[config.mk]
export PLATFORM = sky130hd
export DESIGN_NAME = wb_arbiter_flat
export DESIGN_NICKNAME = d
export VERILOG_FILES = /design/src/rtl/mips_pkg.sv /design/src/rtl/wb_arbiter_if.sv /design/src/rtl/wb_fifo.sv /design/src/rtl/wb_arbiter.sv /design/src/flat_wrapper.sv
export SDC_FILE = /design/constraint.sdc
export NUM_CORES = 1
export LEC_CHECK = 0
export CORE_MARGIN = 8
export CORE_UTILIZATION = 55
export DETAILED_ROUTE_END_ITERATION = 12
export GPL_TIMING_DRIVEN = 0
export MAX_ROUTING_LAYER = met4
export PLACE_DENSITY = 0.81
export SETUP_SLACK_MARGIN = 0.05
export SLEW_MARGIN = 20
export SYNTH_ARGS = -nofsm -noshare
export SYNTH_HDL_FRONTEND = slang
export SYNTH_SLANG_ARGS = --single-unit
[constraint.sdc]
create_clock -name clk -period 4 [get_ports clk]
set_input_delay 1 -clock clk [delete_from_list [all_inputs] [get_ports clk]]
set_output_delay 1 -clock clk [all_outputs]
set_load 0.1 [all_outputs]
[src/rtl/mips_pkg.sv]
// Shared MIPS datapath types and widths.
// Used by the write-back arbiter and its load FIFO.
package mips_pkg;

  localparam int DATA_W = 32;
  localparam int REG_AW = 5;
  localparam int NREG   = 1 << REG_AW;

  localparam logic [REG_AW-1:0] REG_ZERO = 5'd0;

  typedef struct packed {
    logic              live;
    logic [REG_AW-1:0] rd;
    logic [DATA_W-1:0] data;
  } wb_entry_t;

  function automatic logic [NREG-1:0] rd_onehot(
    input logic [REG_AW-1:0] rd
  );
    rd_onehot = NREG'(1) << rd;
  endfunction

endpackage

[src/rtl/wb_arbiter_if.sv]
// Write-back bus: ALU result, load handshake, regfile write, pending mask.
// master = producers/observers, slave = the arbiter.
interface wb_arbiter_if
  import mips_pkg::*;
();

  logic              alu_valid;
  logic [REG_AW-1:0] alu_rd;
  logic [DATA_W-1:0] alu_data;

  logic              ld_valid;
  logic              ld_ready;
  logic [REG_AW-1:0] ld_rd;
  logic [DATA_W-1:0] ld_data;

  logic              reg_write;
  logic [REG_AW-1:0] w_reg0;
  logic [DATA_W-1:0] w_data;

  logic [NREG-1:0]   pending;

  modport master (
    output alu_valid, alu_rd, alu_data,
    output ld_valid, ld_rd, ld_data,
    input  ld_ready,
    input  reg_write, w_reg0, w_data,
    input  pending
  );

  modport slave (
    input  alu_valid, alu_rd, alu_data,
    input  ld_valid, ld_rd, ld_data,
    output ld_ready,
    output reg_write, w_reg0, w_data,
    output pending
  );

endinterface

[src/rtl/wb_fifo.sv]
// Circular buffer of load results with kill-by-rd and live mask.
// Ports: push/pop, kill+kill_rd, head entry, count, live_mask.
module wb_fifo
  import mips_pkg::*;
#(
  parameter  int DEPTH = 4,
  localparam int PW    = $clog2(DEPTH),
  localparam int CW    = $clog2(DEPTH + 1)
) (
  input  logic              clk,
  input  logic              reset,
  input  logic              push,
  input  logic [REG_AW-1:0] push_rd,
  input  logic [DATA_W-1:0] push_data,
  input  logic              pop,
  input  logic              kill,
  input  logic [REG_AW-1:0] kill_rd,
  output wb_entry_t         head,
  output logic [CW-1:0]     count,
  output logic [NREG-1:0]   live_mask
);

  wb_entry_t     mem [DEPTH];
  logic [PW-1:0] wr_ptr;
  logic [PW-1:0] rd_ptr;

  always_ff @(posedge clk) begin
    if (reset) begin
      wr_ptr <= '0;
      rd_ptr <= '0;
      count  <= '0;
      for (int i = 0; i < DEPTH; i++)
        mem[i] <= '0;
    end else begin
      for (int i = 0; i < DEPTH; i++)
        if (kill && mem[i].live &&
            mem[i].rd == kill_rd)
          mem[i].live <= 1'b0;
      // Popped slots go dead so the
      // live mask only sees queued entries.
      if (pop) begin
        mem[rd_ptr].live <= 1'b0;
        rd_ptr <= rd_ptr + PW'(1);
      end
      if (push) begin
        mem[wr_ptr] <= '{
          live: 1'b1,
          rd:   push_rd,
          data: push_data
        };
        wr_ptr <= wr_ptr + PW'(1);
      end
      count <= count + CW'(push)
                     - CW'(pop);
    end
  end

  assign head = mem[rd_ptr];

  always_comb begin
    live_mask = '0;
    for (int i = 0; i < DEPTH; i++)
      if (mem[i].live)
        live_mask |= rd_onehot(mem[i].rd);
    live_mask[0] = 1'b0;
  end

  a_no_overflow: assert property (
    @(posedge clk) disable iff (reset)
    !(push && count == CW'(DEPTH))
  );

  a_no_underflow: assert property (
    @(posedge clk) disable iff (reset)
    !(pop && count == '0)
  );

endmodule

[src/rtl/wb_arbiter.sv]
// Merges ALU and load results onto the single regfile write port.
// Ports: clk, reset, wb (slave) carrying ALU, load, write and pending.
module wb_arbiter
  import mips_pkg::*;
#(
  parameter int DEPTH = 4
) (
  input  logic         clk,
  input  logic         reset,
  wb_arbiter_if.slave  wb
);

  localparam int CW = $clog2(DEPTH + 1);

  wb_entry_t         head;
  logic [CW-1:0]     count;
  logic [NREG-1:0]   live_mask;

  logic              alu_wr;
  logic              ld_acc;
  logic              push;
  logic              pop;
  logic              head_wr;
  logic              nonempty;

  logic              reg_write_q;
  logic [REG_AW-1:0] w_reg0_q;
  logic [DATA_W-1:0] w_data_q;

  assign wb.ld_ready =
    (count < CW'(DEPTH)) && !reset;

  assign alu_wr =
    wb.alu_valid && wb.alu_rd != REG_ZERO;

  assign ld_acc = wb.ld_valid && wb.ld_ready;

  // A same-cycle ALU write to the same rd
  // is younger, so the load is dropped.
  assign push = ld_acc &&
    wb.ld_rd != REG_ZERO &&
    !(wb.alu_valid && wb.alu_rd == wb.ld_rd);

  assign nonempty = count != '0;

  // A dead head is always drained; a live
  // head waits while the ALU owns the port.
  assign pop = nonempty &&
    (!head.live || !alu_wr);

  assign head_wr = nonempty &&
    head.live && !alu_wr;

  wb_fifo #(
    .DEPTH (DEPTH)
  ) u_fifo (
    .clk       (clk),
    .reset     (reset),
    .push      (push),
    .push_rd   (wb.ld_rd),
    .push_data (wb.ld_data),
    .pop       (pop),
    .kill      (alu_wr),
    .kill_rd   (wb.alu_rd),
    .head      (head),
    .count     (count),
    .live_mask (live_mask)
  );

  always_ff @(posedge clk) begin
    if (reset) begin
      reg_write_q <= 1'b0;
      w_reg0_q    <= '0;
      w_data_q    <= '0;
    end else begin
      unique case (1'b1)
        alu_wr: begin
          reg_write_q <= 1'b1;
          w_reg0_q    <= wb.alu_rd;
          w_data_q    <= wb.alu_data;
        end
        head_wr: begin
          reg_write_q <= 1'b1;
          w_reg0_q    <= head.rd;
          w_data_q    <= head.data;
        end
        default: begin
          reg_write_q <= 1'b0;
          w_reg0_q    <= '0;
          w_data_q    <= '0;
        end
      endcase
    end
  end

  assign wb.reg_write = reg_write_q;
  assign wb.w_reg0    = w_reg0_q;
  assign wb.w_data    = w_data_q;
  assign wb.pending   = live_mask;

endmodule
[src/flat_wrapper.sv]
// flat-port wrapper written by rule: the top's interface ports become plain ports
module wb_arbiter_flat import mips_pkg::*;
#(
  parameter int DEPTH = 4
)
  (clk, reset, wb_alu_valid, wb_alu_rd, wb_alu_data, wb_ld_valid, wb_ld_rd, wb_ld_data, wb_ld_ready, wb_reg_write, wb_w_reg0, wb_w_data, wb_pending);
  wb_arbiter_if wb_i ();
  input  logic clk;
  input  logic reset;
  input wire logic [$bits(wb_i.alu_valid)-1:0] wb_alu_valid;
  input wire logic [$bits(wb_i.alu_rd)-1:0] wb_alu_rd;
  input wire logic [$bits(wb_i.alu_data)-1:0] wb_alu_data;
  input wire logic [$bits(wb_i.ld_valid)-1:0] wb_ld_valid;
  input wire logic [$bits(wb_i.ld_rd)-1:0] wb_ld_rd;
  input wire logic [$bits(wb_i.ld_data)-1:0] wb_ld_data;
  output wire logic [$bits(wb_i.ld_ready)-1:0] wb_ld_ready;
  output wire logic [$bits(wb_i.reg_write)-1:0] wb_reg_write;
  output wire logic [$bits(wb_i.w_reg0)-1:0] wb_w_reg0;
  output wire logic [$bits(wb_i.w_data)-1:0] wb_w_data;
  output wire logic [$bits(wb_i.pending)-1:0] wb_pending;
  assign wb_i.alu_valid = wb_alu_valid;
  assign wb_i.alu_rd = wb_alu_rd;
  assign wb_i.alu_data = wb_alu_data;
  assign wb_i.ld_valid = wb_ld_valid;
  assign wb_i.ld_rd = wb_ld_rd;
  assign wb_i.ld_data = wb_ld_data;
  assign wb_ld_ready = wb_i.ld_ready;
  assign wb_reg_write = wb_i.reg_write;
  assign wb_w_reg0 = wb_i.w_reg0;
  assign wb_w_data = wb_i.w_data;
  assign wb_pending = wb_i.pending;
  wb_arbiter #(.DEPTH(DEPTH)) u_core (.clk(clk), .reset(reset), .wb(wb_i));
endmodule
[Yosys cells after proc, flatten, opt, wreduce, memory -nomap -nowiden]
Memories as Yosys holds them, arrays and structs flattened. A register that Yosys moved wholly into a read port is not among the register bits.
Index checks and enable logic that the tools add are counted.
Storage, ports and cells
  bits in registers: 45
  memory bits (writable): 152
  input port bits: 78
  output and inout bits: 71
  logic and storage cells: 87
  memories kept: 1
Memories
  u_core.u_fifo.mem: depth 4, width 38, rd ports 5, clocked after Yosys merged registers in 1, wr ports 6, RTL line wb_fifo.sv:23  | wb_entry_t mem [DEPTH];
Operators by class
  add/subtract/negate cells: 4
  $lt $le $gt $ge: 1
  equality and inequality tests: 5
  shifts and indexed selects: 4
  mux-type cells: 33
  bitwise operators: 7
  reduce and logical (&&, ||, !) cells: 26
Operator list (count)
  $mux W32: 4
  $shl A1 B5 Y32 const A: 4
  $or A32 B32 Y32: 3
  $pmux W32 S2: 1
  $eq A5 B5 Y1: 5
  $mux W1: 25
  $logic_and A1 B1 Y1: 17
  $pmux W5 S2: 1
  $reduce_bool A5 Y1: 2
  $add A2 B1 Y2 const B: 2
  $logic_not A1 Y1: 4
  $mux W2: 2
  $or A1 B1 Y1: 4
  $add A3 B1 Y3: 1
  $lt A3 B3 Y1 const B: 1
  $reduce_bool A3 Y1: 1
  $sub A3 B1 Y3: 1
  $reduce_or A2 Y1: 1
  $logic_or A1 B1 Y1: 1

[Depth between registers and ports, before layout]
Gate-level depths: netlist of the first run.
An unclocked memory read counts as a cell.
  depth after elaboration: 9
  mapped depth: 12
  depth with buffers taken out: 10

[Modules after synthesis]
Synthesis of the first run repeated with hierarchy kept, for this count alone.
Unflattened totals
  cells, all modules: 784
  area total of the unflattened synthesis: 10069.7 um2
Modules (own cells, without submodules)
  wb_fifo: instances 1, cells an instance 606, area each 8409.3 um2, seq. area each 4704.5 um2
  wb_arbiter: instances 1, cells an instance 178, area each 1660.3 um2, seq. area each 760.7 um2

[Worst setup path after synthesis of the first run]
No wires, ideal clock.
  path type: input to register
  start point: input reset
  end point: register u_core.u_fifo.count[2]
  setup time: 0.125 ns
  arrival time: 4.098 ns
  data required time: 3.875 ns
  path slack: -0.223 ns
  cell stages on the path: 11
  buffers on the path: 1
  cells stage by stage: nor2_1 > o211ai_2 > a21o_1 > buf_2 > ha_1 > inv_1 > ha_1 > inv_1 > fa_1 > xnor2_1 > nor2_1
On the way
  cells in the longest elaborated chain, start to end: 7
Ends and longest elaborated chain
  start, declared: RTL line flat_wrapper.sv:9  | input logic reset;
  $logic_not A1 Y1: RTL line wb_arbiter.sv:31  | (count < CW'(DEPTH)) && !reset;
  $logic_and A1 B1 Y1: RTL line wb_arbiter.sv:31
  $logic_and A1 B1 Y1: RTL line wb_arbiter.sv:36  | assign ld_acc = wb.ld_valid && wb.ld_ready;
  $logic_and A1 B1 Y1: RTL line wb_arbiter.sv:40  | assign push = ld_acc &&
  $logic_and A1 B1 Y1: RTL line wb_arbiter.sv:41  | wb.ld_rd != REG_ZERO &&
  $add A3 B1 Y3: RTL line wb_fifo.sv:53  | count <= count + CW'(push)
  $sub A3 B1 Y3: RTL line wb_fifo.sv:54  | - CW'(pop);
  end signal, assigned: RTL line wb_fifo.sv:53
  end, declared: RTL line wb_fifo.sv:19  | output logic [CW-1:0] count,
Several ways; a longest one is shown, not always the timed one.
A chain may end at the register's enable or synchronous reset.

==> summary.txt, run 1 <==
CTS
  – CTS buffer count: 17
  – H-Tree Depth: 4
  – Clock-pin slew on the worst setup and hold paths: around 70 ps
  – Worst-Skew Late Latency: 430 ps
  – Clk root buf: clkbuf_16
  – Max Buffers Root-to-Sink: 2
  – CTS tree: yes
  – CTS Sinks: 199

Detailed routing
  – First-pass iteration count of the detailed router: 5
  – Routed Wire Length: between 20,000 and 30,000 microns
  – DR vias: 7,195
  – # DRC: 0
  – Number of routed nets with antenna violations: 0
  – DR WL/cell: 22.27 microns
  – Vias per cell: 6.016
  – DRT iter0 DRCs: 726

Setup path
  – CP Class: flip-flop to output pin
  – Crit path DAT: 2850 ps
  – Worst reg2reg path startpoint: u_core.u_fifo.count[2]
  – CP Launch Point: u_core.u_fifo.mem[2][33]
  – CP max FO: 10
  – Critical path launch point type: flip-flop
  – Setup crit end kind: output pin
  – Req. time, crit path: ~3000 ps

Hold path
  – Hold Crit Class: flip-flop to flip-flop
  – Hold wc startpoint: u_core.u_fifo.wr_ptr[0]

Logic synthesis
  – Synth unique cells: 52
  – #FFs+latches synth: 199
  – Mapped Nets: 877
  – Syn_area_per_cell: around 12 sq um
  – Post-synth EDFFs: about 150
  – Ys Warns: 0
  – Sequential area share after synthesis: 55.76%
  – Ys async rst share: 0%
  – Post-Syn Area: ~9800 sq um
  – Post-Syn Instances: 788
  – Synth Flop Type: edfxtp_1

Timing
  – Setup Viol. Count Final: 0
  – Post-route clock period utilization: 96.34%
  – Fmax: 0.2595 GHz
  – Rel. slew slack: between 20 and 30%
  – Worst Tran Pin Value: 1076 ps
  – Setup TNS: 0 ps
  – Setup Skew: 6.724 ps
  – Final hold viol count: 0
  – RSZ-0062 raised after global routing: no
  – Max Slew Vio Count: 0
  – Min cycle time layout: 3854 ps

GRT
  – Global-route usage over all layers: 24.72%
  – Total gr overflow: 0
  – First-pass GRT wire length: 40,900 microns
  – Vias in the first global route: about 7,300
  – Largest net degree at the start of global routing: 38
  – Initial antenna violation count: 2

Finish
  – Commonest non-fill, non-tap cells in the layout: and2_1 (150), edfxtp_1 (148), clkdlybuf4s50_1 (111), nor2_1 (62), dfxtp_1 (51)
  – Post-layout util: between 60% and 70%
  – Nets: 1,041
  – Synthesis-to-layout area growth: 22.43%
  – Commonest non-fill, non-tap cell in the layout: and2_1
  – Share of cells above drive strength 1: 14.09%

Pwr
  – Leakage Power: 0.004424 uW
  – Pint: 3948 uW
  – Sequential Power Share: ~43%
  – Peak VDD IR: between 0.3 and 0.4 mV
  – Power Dens Cells: ~490 nW/um^2
  – Net Sw Frac: roughly a third
  – NetSw: between 1500 and 2000 uW
  – Part of the power in combinational logic: 29.5%
  – Clock share of power: 27.4%

Placed design
  – Port Buffers: 142
  – Final Wtd Congestion: 0.9657
  – DP HPWL: 18,260 microns

Floorplanning
  – Starting Density: 55.32%
  – Die Ht: roughly 150 microns
  – FP Rows: 49
  – Die W: 149.5 microns
  – I/O Pins: 149
  – Die ar.: ~22,000 sq um
  – Core area: 17,720 sq um

Run status
  – Status: finished, final reports clean

Job
  – Max cap viols: 0
==> cell type report <==
type,count,area [sq um]
repair buffers,145,1353
fillers,1310,5718
plain buffers,65,292.8
inverters,12,45.04
clock inverters,15,121.4
diodes,2,5.005
flip-flops and latches,199,5465
multi-input cells,512,4006
well taps,229,286.5
clock buffers,17,425.4
==> worst max-delay path: stages, from the launching register on <==
cell and delay, ps:
edfxtp_1 420, clkbuf_1 500, nand2_1 150, nor2_1 230
a22oi_1 130, o211ai_1 110, dlygate4sd2_1 880
==> timing repair <==
item | in CTS | in global routing
gates resized for setup | 32 | 39
cloned | 0 | 0
hold buffers | 0 | 0
pin swaps | 0 | 1
setup endpoints to repair | 29 | 22
buffers inserted | 0 | 3
==> through the flow <==
stage | instance area, sq um | hold slack, ps | power (uW) | std cells | worst slack (ps)
6_report | 12000 | 506.3 | 5875 | 1196 | 146.3
5_1_grt | 12000 | 538.2 | 6104 | 1196 | 54.62
4_1_cts | 12030 | 509.8 | 5879 | 1191 | 52.92
3_5_place_dp | 11510 | 495.4 | 4302 | 1159 | -184.0
3_3_place_gp | 11510 | 484.5 | 4261 | 1159 | -151.3
2_1_floorplan | 9804 | 468.7 | 3800 | 788 | 341.1
==> cells by family after synthesis <==
group                    Yosys count  share of synthesized area, %
multiplexers                      40                         8.948
flip-flops                       199                         55.76
AND/OR/NAND/NOR                  310                         18.19
adder cells (fa/ha/maj)           11                         1.481
AO/OA/AOI/OAI                    123                         9.727
other                              1                       0.03826
buffers and inverters             77                         3.447
XOR/XNOR                          27                         2.413
==> cell usage after synthesis (7+ instances only) <==
master / number / area share (%)
and2_1: 150 / 9.6
edfxtp_1: 148 / 45
nor2_1: 63 / 2.4
dfxtp_1: 51 / 10
a22oi_1: 49 / 3.8
clkbuf_1: 38 / 1.5
mux4_2: 38 / 8.7
nand2_1: 24 / 0.92
buf_2: 16 / 0.82
o22ai_1: 14 / 0.89
xnor2_1: 14 / 1.3
a221o_1: 13 / 1.3
xor2_1: 13 / 1.2
inv_1: 12 / 0.46
o221ai_1: 11 / 0.98
ha_1: 10 / 1.3
nand3b_1: 10 / 0.77
nor3b_1: 10 / 0.77
nand3_1: 9 / 0.46
a21oi_1: 8 / 0.41
o211ai_1: 7 / 0.54
or3b_2: 7 / 0.63
==> power groups by stage <==
stage | combinational [uW] | clock (uW) | sequential [uW]
CTS | 1740 | 1610 | 2530
global route | 1860 | 1690 | 2550
finish | 1740 | 1610 | 2530
detailed placement | 1730 | 0 | 2580
global placement | 1700 | 0 | 2560
floorplan | 1090 | 0 | 2710
==> state kept, by name, indices dropped and copies added (netlist names), named ones only <==
name,count
u_core.u_fifo.rd_ptr,2
u_core.u_fifo.count,3
u_core.wb.w_data,32
u_core.wb.w_reg0,5
u_core.wb.reg_write,1
u_core.u_fifo.mem,152
u_core.u_fifo.wr_ptr,2
==> metal layers <==
| metal | routed length, microns | track usage [%] | vias to the layer above |
|---|---|---|---|
| met4 | 829 | 11.16 | 0 |
| li1 | - | - | 3252 |
| met5 | 0 | - | - |
| met1 | 10700 | 30.42 | 3490 |
| met3 | 2434 | 5.866 | 66 |
| met2 | 12670 | 38.27 | 387 |
==> path summary, 6_finish.rpt <==
check	end	slack (ps)	cells past startpoint
setup / recovery	wb_pending[14]	150	6
hold reg to reg	u_core.u_fifo.wr_ptr[0]	510	1
setup reg to reg	u_core.u_fifo.mem[0][21]	1230	5
hold / removal	u_core.u_fifo.wr_ptr[0]	510	1
No activity file was read; power rests on OpenSTA's default activity.
==> inputs of run 2 (changes only) <==
clock period = 4.75 ns   (was 4 ns; I/O delays follow)
==> summary.txt, run 2 (same netlist as run 1, synthesis figures left out) <==
Run status
  – Status: finished, final reports clean

Floorplanning
  – Core area: 17,720 sq um (unchanged)
  – Starting Density: 55.32% (unchanged)
  – Die Ht: 149.5 microns (unchanged)
  – Die W: 149.5 microns (unchanged)
  – I/O Pins: 149 (unchanged)
  – Die ar.: 22,350 sq um (unchanged)
  – FP Rows: 49 (unchanged)

Timing
  – Post-route clock period utilization: a little over nine tenths
  – Max Slew Vio Count: 0 (unchanged)
  – Setup Skew: 9.318 ps (+2.593 ps)
  – Setup TNS: 0 ps (unchanged)
  – RSZ-0062 raised after global routing: no
  – Setup Viol. Count Final: 0 (unchanged)
  – Fmax: 0.2148 GHz
  – Final worst slack: 93.51 ps (-52.77 ps)
  – Worst Tran Pin Value: 1166 ps (+89.60 ps)
  – Rel. slew slack: 22.12% (-6.1 points)
  – Final hold viol count: 0 (unchanged)
  – Min cycle time layout: about 4700 ps
  – Fin Hold WS: 519.2 ps (+12.89 ps)

Setup path
  – Setup crit end kind: output pin
  – Cell Chain, Critical Path: nor3b_1 -> a22oi_1 -> o221ai_1 -> clkdlybuf4s50_1
  – Crit path DAT: 3470 ps (+620 ps)
  – Critical path launch point type: flip-flop
  – CP Class: flip-flop to output pin
  – Worst reg2reg path startpoint: u_core.u_fifo.count[2]
  – CP max FO: 7 (-3)
  – Register-to-register setup slack: 1930 ps (+700 ps)
  – Crit-path max cell delay: 1190 ps (+310 ps)
  – Req. time, crit path: 3560 ps (+560 ps)
  – R2R depth: 5 (unchanged)
  – CP max stage cell: clkdlybuf4s50_1
  – Worst flop-to-flop path endpoint: u_core.u_fifo.mem[2][33]

Pwr
  – Peak VDD IR: 0.3115 mV (-7.1%)
  – Sequential Power Share: 42.7% (-0.4 points)
  – NetSw: 1574 uW (-18%)
  – Power Dens Cells: 413.0 nW/um^2 (-16%)
  – Net Sw Frac: 31.57% (-1.2 points)
  – Pint: 3413 uW (-14%)
  – Leakage Power: 0.004340 uW (-1.9%)
  – Part of the power in combinational logic: 29.2% (-0.3 points)
  – Clock share of power: 28.0% (+0.6 points)

Detailed routing
  – Max layer used: met4
  – Number of routed nets with antenna violations: 0 (unchanged)
  – # DRC: 0 (unchanged)
  – Routed Wire Length: 26,490 microns (-0.56%)
  – Vias per cell: 6.091 (+1.2%)
  – DR vias: 7,248 (+0.74%)
  – First-pass iteration count of the detailed router: 5 (unchanged)
  – DRT iter0 DRCs: 696 (-4.1%)
  – DR WL met3: 2670 microns (+9.7%)
  – DR WL/cell: 22.26 microns (about the same)
  – WL met1: 10,400 microns (-2.8%)
  – Met2 WL post-DR: 12,580 microns (-0.73%)

Placed design
  – DP HPWL: 18,330 microns (+0.36%)
  – Port Buffers: 142 (unchanged)
  – Pre-CTS setup slack: 402.2 ps (+586.2 ps)
  – Final Wtd Congestion: 0.9359 (-3.1%)
  – Area of placed instances: 11,510 sq um (about the same)

Finish
  – Share of cells above drive strength 1: 11.35% (-2.7 points)
  – Nets: 1,038 (-0.29%)
  – Design area: 12,080 sq um (+0.62%)
  – Reg with most FFs: u_core.u_fifo.mem
  – Commonest non-fill, non-tap cell in the layout: and2_1
  – Largest register FFs: 152 (unchanged)
  – Commonest non-fill, non-tap cells in the layout: and2_1 (150), edfxtp_1 (148), clkdlybuf4s50_1 (141), nor2_1 (63), dfxtp_1 (51)
  – Synthesis-to-layout area growth: 23.19%

Hold path
  – Hold EP: u_core.u_fifo.wr_ptr[0]
  – Worst hold stages: 1 (unchanged)
  – Hold wc startpoint: u_core.u_fifo.wr_ptr[0]
  – Hold Crit Class: flip-flop to flip-flop

GRT
  – Largest net degree at the start of global routing: 38 (unchanged)
  – Total gr overflow: 0 (unchanged)
  – Initial antenna violation count: 1 (-1)
  – Vias in the first global route: 7,198 (-1.8%)
  – Global-route usage over all layers: 24.42% (-0.30 points)
  – First-pass GRT wire length: 40,660 microns (-0.57%)

CTS
  – CTS Sinks: 199 (unchanged)
  – Clk root buf: clkbuf_16
  – Worst-Skew Late Latency: 430 ps (about the same)
  – CTS buffer count: 17 (unchanged)
  – Max Buffers Root-to-Sink: 2 (unchanged)
  – CTS tree: yes
  – Clock-pin slew on the worst setup and hold paths: 70 ps (about the same)
  – H-Tree Depth: 4 (unchanged)
  – # hold bufs at CTS: 0 (unchanged)

Job
  – Max cap viols: 0 (unchanged)
## run 2: cell count changes in the layout (fill, tap and decap cells not counted), moves of 2 or more
cell / delta
clkbuf_2: -17
clkinvlp_4: -3
dlygate4sd2_1: -9
clkdlybuf4s15_1: -2
clkdlybuf4s50_1: +30
inv_6: -2
clkbuf_1: +2
buf_4: -3
clkinv_4: -2
## run 2: cell type report
class | instances | area [sq um]
Tap cell | 229 | 286.5
Timing Repair Buffer | 142 | 1424
Antenna cell | 1 | 2.502
Clock inverter | 9 | 88.84
Inverter | 12 | 45.04
Sequential cell | 199 | 5465
Buffer | 65 | 292.8
Multi-Input combinational cell | 512 | 3999
Clock buffer | 21 | 471.7
Fill cell | 1316 | 5643
## run 2: repair_timing
| action | CTS | global route |
|---|---|---|
| resized for setup | 0 | 1 |
| setup buffers | 0 | 0 |
| endpoints found under the setup margin | 0 | 1 |
## run 2: power by group through the flow
stage | sequential, uW | combinational, uW | clock, uW
after global routing | 2150 | 1560 | 1480
final | 2130 | 1460 | 1400
after floorplan | 2280 | 914 | 0
after detailed placement | 2170 | 1450 | 0
after CTS | 2130 | 1460 | 1410
after global placement | 2160 | 1430 | 0
## run 2: worst max-delay path: cells and delay by family (launching register included)
family                 cells  cell delay (ps)
buffers and inverters      1             1190
AND/OR/NAND/NOR            1              980
AO/OA/AOI/OAI              2              370
flip-flops                 1              500
## run 2: metrics by stage
stage	util [%]	instances	power (uW)
4_1_cts	68.12	1189	4997
2_1_floorplan	-	788	3199
3_3_place_gp	64.96	1159	3587
3_5_place_dp	64.96	1159	3615
5_1_grt	68.15	1190	5179
6_report	68.15	1190	4987
## run 2: layer usage
metal | GRT usage, % | vias up
met5 | - | -
met1 | 31.19 | 3501
met4 | 10.30 | 0
met2 | 36.80 | 439
met3 | 5.836 | 67
li1 | - | 3241
## run 2: worst max-delay path by stage
| stage | startpoint | endpoint | slack [ps] | cells past startpoint |
|---|---|---|---|---|
| 2_1_floorplan | reset | u_core.u_fifo.count[2] | 340 | 11 |
| 3_3_place_gp | wb_ld_rd[0] | u_core.u_fifo.mem[2][23] | 380 | 6 |
| 3_5_place_dp | wb_ld_rd[0] | u_core.u_fifo.mem[2][14] | 400 | 6 |
| 4_1_cts | u_core.u_fifo.mem[2][36] | wb_pending[16] | 130 | 6 |
| 5_1_grt | u_core.u_fifo.mem[1][35] | wb_pending[2] | 70 | 4 |
| 6_report | u_core.u_fifo.mem[1][35] | wb_pending[2] | 90 | 4 |
